`src/rtl/mouse_pos_tracker.sv`:
```
// Assembles 3-byte PS/2 mouse packets and integrates their deltas into a
// clamped absolute cursor position with button state and an update strobe.
module mouse_pos_tracker #(
  parameter int XMAX        = 799,
  parameter int YMAX        = 599,
  parameter int XINIT       = 400,
  parameter int YINIT       = 300,
  parameter int TIMEOUT_CYC = 80000
) (
  input  logic        pclk,
  input  logic        rst,
  input  logic [7:0]  rx_data,
  input  logic        rx_valid,
  output logic [11:0] xpos,
  output logic [11:0] ypos,
  output logic        mouse_left,
  output logic        mouse_right,
  output logic        pos_update
);

  localparam int TW = $clog2(TIMEOUT_CYC + 1);
  localparam logic [TW-1:0] TIMER_LAST = TW'(TIMEOUT_CYC - 1);

  typedef enum logic [1:0] {BYTE0, BYTE1, BYTE2, APPLY} state_t;

  // Only the header bits that influence the outputs are kept.
  typedef struct packed {
    logic ovf_y;
    logic ovf_x;
    logic sign_y;
    logic sign_x;
    logic btn_r;
    logic btn_l;
  } hdr_t;

  state_t          r_state, w_state_next;
  hdr_t            r_hdr, w_hdr_next;
  logic [7:0]      r_b1, w_b1_next;
  logic [7:0]      r_b2, w_b2_next;
  logic [TW-1:0]   r_timer, w_timer_next;
  logic [11:0]     r_xpos, w_xpos_next;
  logic [11:0]     r_ypos, w_ypos_next;
  logic            r_left, w_left_next;
  logic            r_right, w_right_next;
  logic            r_pos_update, w_pos_update_next;

  logic            w_sync;
  hdr_t            w_hdr_in;
  logic [8:0]      w_dx, w_dy;
  logic [13:0]     w_nx, w_ny;
  logic [11:0]     w_x_clamped, w_y_clamped;

  assign w_sync   = rx_valid & rx_data[3];
  assign w_hdr_in = '{ovf_y: rx_data[7], ovf_x: rx_data[6], sign_y: rx_data[5],
                      sign_x: rx_data[4], btn_r: rx_data[1], btn_l: rx_data[0]};

  assign w_dx = r_hdr.ovf_x ? 9'd0 : {r_hdr.sign_x, r_b1};
  assign w_dy = r_hdr.ovf_y ? 9'd0 : {r_hdr.sign_y, r_b2};

  // PS/2 positive y is upward, screen y grows downward.
  assign w_nx = {2'b00, r_xpos} + {{5{w_dx[8]}}, w_dx};
  assign w_ny = {2'b00, r_ypos} - {{5{w_dy[8]}}, w_dy};

  always_comb begin
    w_x_clamped = w_nx[11:0];
    if (w_nx[13])
      w_x_clamped = 12'd0;
    else if (w_nx > 14'(XMAX))
      w_x_clamped = 12'(XMAX);
  end

  always_comb begin
    w_y_clamped = w_ny[11:0];
    if (w_ny[13])
      w_y_clamped = 12'd0;
    else if (w_ny > 14'(YMAX))
      w_y_clamped = 12'(YMAX);
  end

  always_comb begin
    w_state_next      = r_state;
    w_hdr_next        = r_hdr;
    w_b1_next         = r_b1;
    w_b2_next         = r_b2;
    w_timer_next      = r_timer;
    w_xpos_next       = r_xpos;
    w_ypos_next       = r_ypos;
    w_left_next       = r_left;
    w_right_next      = r_right;
    w_pos_update_next = 1'b0;

    case (r_state)
      BYTE0: begin
        w_timer_next = '0;
        if (w_sync) begin
          w_hdr_next   = w_hdr_in;
          w_state_next = BYTE1;
        end
      end
      BYTE1: begin
        if (rx_valid) begin
          w_b1_next    = rx_data;
          w_timer_next = '0;
          w_state_next = BYTE2;
        end else if (r_timer == TIMER_LAST) begin
          w_timer_next = '0;
          w_state_next = BYTE0;
        end else begin
          w_timer_next = r_timer + TW'(1);
        end
      end
      BYTE2: begin
        if (rx_valid) begin
          w_b2_next    = rx_data;
          w_timer_next = '0;
          w_state_next = APPLY;
        end else if (r_timer == TIMER_LAST) begin
          w_timer_next = '0;
          w_state_next = BYTE0;
        end else begin
          w_timer_next = r_timer + TW'(1);
        end
      end
      APPLY: begin
        w_xpos_next       = w_x_clamped;
        w_ypos_next       = w_y_clamped;
        w_left_next       = r_hdr.btn_l;
        w_right_next      = r_hdr.btn_r;
        w_pos_update_next = 1'b1;
        w_timer_next      = '0;
        w_state_next      = BYTE0;
        // A header arriving during the apply cycle starts the next packet.
        if (w_sync) begin
          w_hdr_next   = w_hdr_in;
          w_state_next = BYTE1;
        end
      end
    endcase
  end

  always_ff @(posedge pclk) begin
    if (rst) begin
      r_state      <= BYTE0;
      r_hdr        <= '0;
      r_b1         <= '0;
      r_b2         <= '0;
      r_timer      <= '0;
      r_xpos       <= 12'(XINIT);
      r_ypos       <= 12'(YINIT);
      r_left       <= 1'b0;
      r_right      <= 1'b0;
      r_pos_update <= 1'b0;
    end else begin
      r_state      <= w_state_next;
      r_hdr        <= w_hdr_next;
      r_b1         <= w_b1_next;
      r_b2         <= w_b2_next;
      r_timer      <= w_timer_next;
      r_xpos       <= w_xpos_next;
      r_ypos       <= w_ypos_next;
      r_left       <= w_left_next;
      r_right      <= w_right_next;
      r_pos_update <= w_pos_update_next;
    end
  end

  assign xpos        = r_xpos;
  assign ypos        = r_ypos;
  assign mouse_left  = r_left;
  assign mouse_right = r_right;
  assign pos_update  = r_pos_update;

endmodule
```
`config.mk`:
```
export PLATFORM = sky130hd
export DESIGN_NAME = mouse_pos_tracker
export DESIGN_NICKNAME = d
export VERILOG_FILES = /design/src/rtl/mouse_pos_tracker.sv
export SDC_FILE = /design/constraint.sdc
export NUM_CORES = 1
export LEC_CHECK = 0
export BUFFER_PORTS_ARGS = -buffer_cell sky130_fd_sc_hd__clkbuf_2
export CORE_UTILIZATION = 62
export CTS_BUF_LIST = sky130_fd_sc_hd__clkbuf_4
export CTS_CLUSTER_SIZE = 12
export DETAILED_ROUTE_END_ITERATION = 8
export PLACE_DENSITY = 0.79
export SLEW_MARGIN = 25
export SYNTH_ARGS = -nofsm -noshare
export SYNTH_HDL_FRONTEND = slang
export SYNTH_SLANG_ARGS = --single-unit
```
`constraint.sdc`:
```
create_clock -name pclk -period 3.6 [get_ports pclk]
set_input_delay 0.36 -clock pclk [delete_from_list [all_inputs] [get_ports pclk]]
set_output_delay 0.36 -clock pclk [all_outputs]
set_load 0.03 [all_outputs]
```
==> results.md <==
Status:
- The flow ran to the end, and the final reports show no timing, DRC or antenna violations.

Synth:
- The count of distinct cell types in the synthesized netlist is 58.
- When the netlist entered floorplanning its net count stood at 535.
- The synthesized design spends more area on one cell type than any other, namely sky130_fd_sc_hd__dfxtp_1.
- The compound-cell area share of the yosys netlist is 0.193.
- The post-synthesis async set-or-reset flop share is 0.
- Yosys attributes the largest share of cell area to sky130_fd_sc_hd__dfxtp_1 34%, sky130_fd_sc_hd__ha_1 10%, sky130_fd_sc_hd__a21oi_1 5.3%.
- The most used flip-flop cell after synthesis is sky130_fd_sc_hd__dfxtp_1.
- After synthesis, the largest family of logic cells by area is simple AND/OR/NAND/NOR gates.
- The proportion of netlist area held by the largest area contributor is 0.338.
- The Yosys step of the flow raised 0 warnings.
- For this run, the register share of the synthesized area comes to 0.338.
- Summing every instance area after synthesis gives 4020 µm².
- The arithmetic-cell share of the synthesized area counting full adders, half adders and majority gates is 0.109.
- Of the total synthesized cell area, the portion taken by XOR and XNOR cells is 0.0697.
- Each instance of the synthesized netlist takes up on average 8.21 µm².
- The synthesized design contains 0 enable-type register cells.
- The share of synthesized area spent on multiplexers is 0.0224.
- The flip-flop and latch count after synthesis is 68.
- The synthesized netlist cell count is 490.
- The post-synthesis share of cell area spent on and, or, nand and nor gates is 0.236.

Pwr:
- The share of total power dissipated in the clock network is 0.346.
- The power per cell area is 333 nW/µm².
- Cell internal power was estimated by the tool at 0.00105 W.
- The share of power burned in registers is 0.523.
- Of the total power, the share spent switching nets is 0.287.
- The total leakage power is 1.79 nW.
- Summed over all nets, the switching power comes to 0.000422 W.
- The maximum vdd drop is 0.000362 V.
- The share of total power dissipated in combinational logic is 0.131.

Global routing:
- Global routing finished with a remaining overflow of 0.
- The initial antenna violation count came to 0.
- Entering global routing, the biggest net connects 23 pins.
- The first global-routing pass estimated 14900 µm of wire.
- The number of global-route vias before repair is 3337.
- For this run, the total global-route usage over all layers was measured as 0.291.

Setup path:
- Among all stages on the critical path, the largest delay is contributed by sky130_fd_sc_hd__or3b_2.
- In this run the critical register-to-register path is launched from r_hdr[5].
- The signal on the critical path passes through nor2b_1 -> ha_1 -> fa_1 -> nand2b_1 -> a21oi_1 -> or4_1 -> o221ai_2 -> or3b_2 -> a211o_1 -> o311ai_4 -> nand2_1.
- The startpoint type of the worst setup path is a register.
- The setup check on the worst reg-to-reg path leaves a slack of 0.27 ns.
- The number of buffers and inverters on the critical path is 0.
- The worst setup path startpoint is r_hdr[5].
- For the worst setup path, the data required time is 3.91 ns.
- Along the worst path, the maximum fanout reaches 10.
- The delay of the slowest critical-path stage is 0.47 ns.
- The kind of cell with the highest combined delay on the critical path is compound AO/OA/AOI/OAI gates.
- The startpoint-to-endpoint class of the critical path is reg -> reg.
- In this run the critical register-to-register path is captured at ypos[2].
- For the worst setup path, the data arrival time is 3.64 ns.
- STA classifies the critical path endpoint as a register.
- The worst register-to-register path has a depth of 11.

STA:
- The total of endpoints with negative setup slack in the final report is 0.
- In the post-route analysis, the smallest setup slack over all paths is 0.267 ns.
- Between clock sinks in the finished design, the worst skew comes to 0.0171 ns.
- Setup repair after global routing left no endpoint under its margin.
- For the pin with the worst max-slew slack, the measured transition is 0.858 ns.
- Based on the critical path, the design can be clocked at up to 300 MHz.
- Headroom to the max-slew limit came out at 0.424.
- The clock period minus worst slack is 3.33 ns.
- The max-slew violation count is 0.
- Of the available clock period, the critical path in the final layout requires 0.926.
- The final number of hold-violating endpoints was 0.
- After routing, the total negative slack on setup checks comes to 0 ns.

Clocking:
- The number of sinks driven by the clock tree is 68.
- TritonCTS built the clock tree.
- The later-pin clock latency in the skew report is 0.41 ns.
- After clock tree synthesis, the repair step resized 0 gates.
- The post-CTS setup repair buffer count is 0.
- The maximum number of buffers from clock root to sink is 2.
- The quantity of hold-fixing buffers added after cts is 0.
- The H-tree was split into 3 levels.
- Counting the buffers created by CTS gives 9.
- The clock root buffer master is sky130_fd_sc_hd__clkbuf_4.
- The register clock-pin slew on the reported worst setup and hold paths is 0.13 ns.

Drt:
- The via count is 3607.
- The first detailed-routing pass ran for 5 iterations.
- In the final routed layout, each cell accounts on average for 14.9 µm.
- The detail route stage leaves a number of antenna-violating nets equal to 0.
- The detailed-route DRC error count is 0.
- After detailed routing, the number of vias per cell comes to 5.92.
- After detailed routing, the total wire length is 9100 µm.
- The violation count after the first detailed-routing iteration is 240.

Floorplan:
- The core footprint is 6100 µm².
- The floorplan step set the die height to 82.6 µm.
- During I/O placement, the number of pins put on the boundary was 38.
- The chip width is 82.6 µm.
- The number of core rows is 28.
- The initial utilization of the core area, before any placement, comes to 0.660.
- The die covers 6810 µm².

Layout:
- The post-layout net count is 574.
- Leaving out filler cells and counting taps, the final layout contains 609.
- The fill cell total of the finished layout is 519.
- Summing all multi-input logic gate instances after layout gives 2540 µm².
- Relative to the synthesized area, the layout overhead comes to 9.92%.
- In the final layout, the share of cells above drive strength 1 is 0.122.
- The sequential standard cell area is 1360 µm².
- The count of antenna diodes in the layout is 0.
- The end-of-flow core utilization is 0.725.

Place:
- The number of buffers added on ports is 37.
- The congestion estimate from routability-driven global placement came to 0.909.
- OpenSTA, run right after detailed placement, puts the worst setup slack at 0.327 ns.
- Detailed placement ended at an HPWL of 6860 µm.
- The number of placed instances with taps included is 593.

Worst hold path:
- The worst-case hold path end point is r_b1[2].
- The cell depth of the worst hold path is 3.
- The worst hold path begins at rx_data[2].
- The tightest min-delay check is of the in -> reg type.

Flow run:
- The count of maximum capacitance violations is 0.
-- area by class of cell --
cell class	instances	share of cell area
sequential	68	0.308
clock buffer	9	0.0153
multi-input combinational	391	0.574
clock inverter	7	0.0173
inverter	17	0.0144
timing repair buffer	42	0.0504
tap	75	0.0212
-- power groups by stage --
stage / Combinational [W] / Sequential, W / Clock [W]
after floorplan: 0.000149 / 0.000784 / 0
after global placement: 0.000184 / 0.000785 / 0
after detailed placement: 0.000189 / 0.000785 / 0
after CTS: 0.000190 / 0.000769 / 0.000516
after global routing: 0.000212 / 0.000770 / 0.000559
final: 0.000193 / 0.000769 / 0.000508
-- routing by layer --
layer	track usage	part of all wire	vias up	routed length, µm
li1	-	-	1821	-
met1	0.375	0.48	1673	4350
met2	0.488	0.47	101	4250
met3	0.0451	0.040	12	360
met4	0.110	0.015	0	140
met5	0	0	-	0
-- cell usage after synthesis, drive strengths merged, types with 7 or more instances --
cell	number
nand2	51
dfxtp	68
xor2	13
inv	16
a21o	7
nor2b	13
mux2i	9
xnor2	19
clkbuf	10
o21ai	26
nand3	32
a21oi	43
nor3	10
nand2b	10
nor2	56
ha	32
-- kinds of logic after synthesis --
kind of cell	count (synthesis)
xor+xnor	32
mux	9
fa+ha+maj	34
simple gates	199
compound gates	117
flops	68
buf+inv	31
-- how the worst max path moves through the flow --
stage,end,slack [ns],cells after the start
4_1_cts,ypos[2],0.31,11
6_report,ypos[2],0.27,11
3_3_place_gp,ypos[2],0.42,11
3_5_place_dp,ypos[2],0.33,11
5_1_grt,ypos[2],0.05,11
2_1_floorplan,ypos[2],0.53,12
-- through the flow --
step | area (µm²) | total power, W | hold slack (ns)
5_1_grt | 4420 | 0.00154 | 0.178
3_5_place_dp | 4280 | 0.000975 | 0.443
4_1_cts | 4420 | 0.00147 | 0.185
6_report | 4420 | 0.00147 | 0.203
3_3_place_gp | 4280 | 0.000968 | 0.439
2_1_floorplan | 4020 | 0.000932 | 0.430
-- worst reg2reg max path: stages (launching register included) --
cell and delay, ns:
sky130_fd_sc_hd__dfxtp_1 0.46, sky130_fd_sc_hd__nor2b_1 0.08, sky130_fd_sc_hd__ha_1 0.22, sky130_fd_sc_hd__fa_1 0.40, sky130_fd_sc_hd__nand2b_1 0.18, sky130_fd_sc_hd__a21oi_1 0.27
sky130_fd_sc_hd__or4_1 0.18, sky130_fd_sc_hd__o221ai_2 0.10, sky130_fd_sc_hd__or3b_2 0.47, sky130_fd_sc_hd__a211o_1 0.46, sky130_fd_sc_hd__o311ai_4 0.34, sky130_fd_sc_hd__nand2_1 0.07
-- sequential cells by signal, summed over array words and instances, names as in the netlist --
register,flops
r_timer,17
xpos,12
ypos,12
r_b1,8
r_b2,8
r_hdr,6
r_state,2
mouse_left,1
mouse_right,1
pos_update,1
-- cell usage in the layout (no fill, tap or decap), drive strengths merged, types with 4 or more instances in the layout --
cell type	Yosys	layout
dfxtp	68	68
nor2	56	56
nand2	51	51
clkbuf	10	46
a21oi	43	43
nand3	32	32
ha	32	32
o21ai	26	26
xnor2	19	19
inv	16	17
nor2b	13	13
xor2	13	13
nand2b	10	10
nor3	10	10
mux2i	9	9
a21o	7	7
a211oi	5	5
and2	5	5
buf	4	5
o21a	4	4
a211o	4	4
nor3b	4	4
clkinv	1	4
Power figures use the tool's default switching activity.
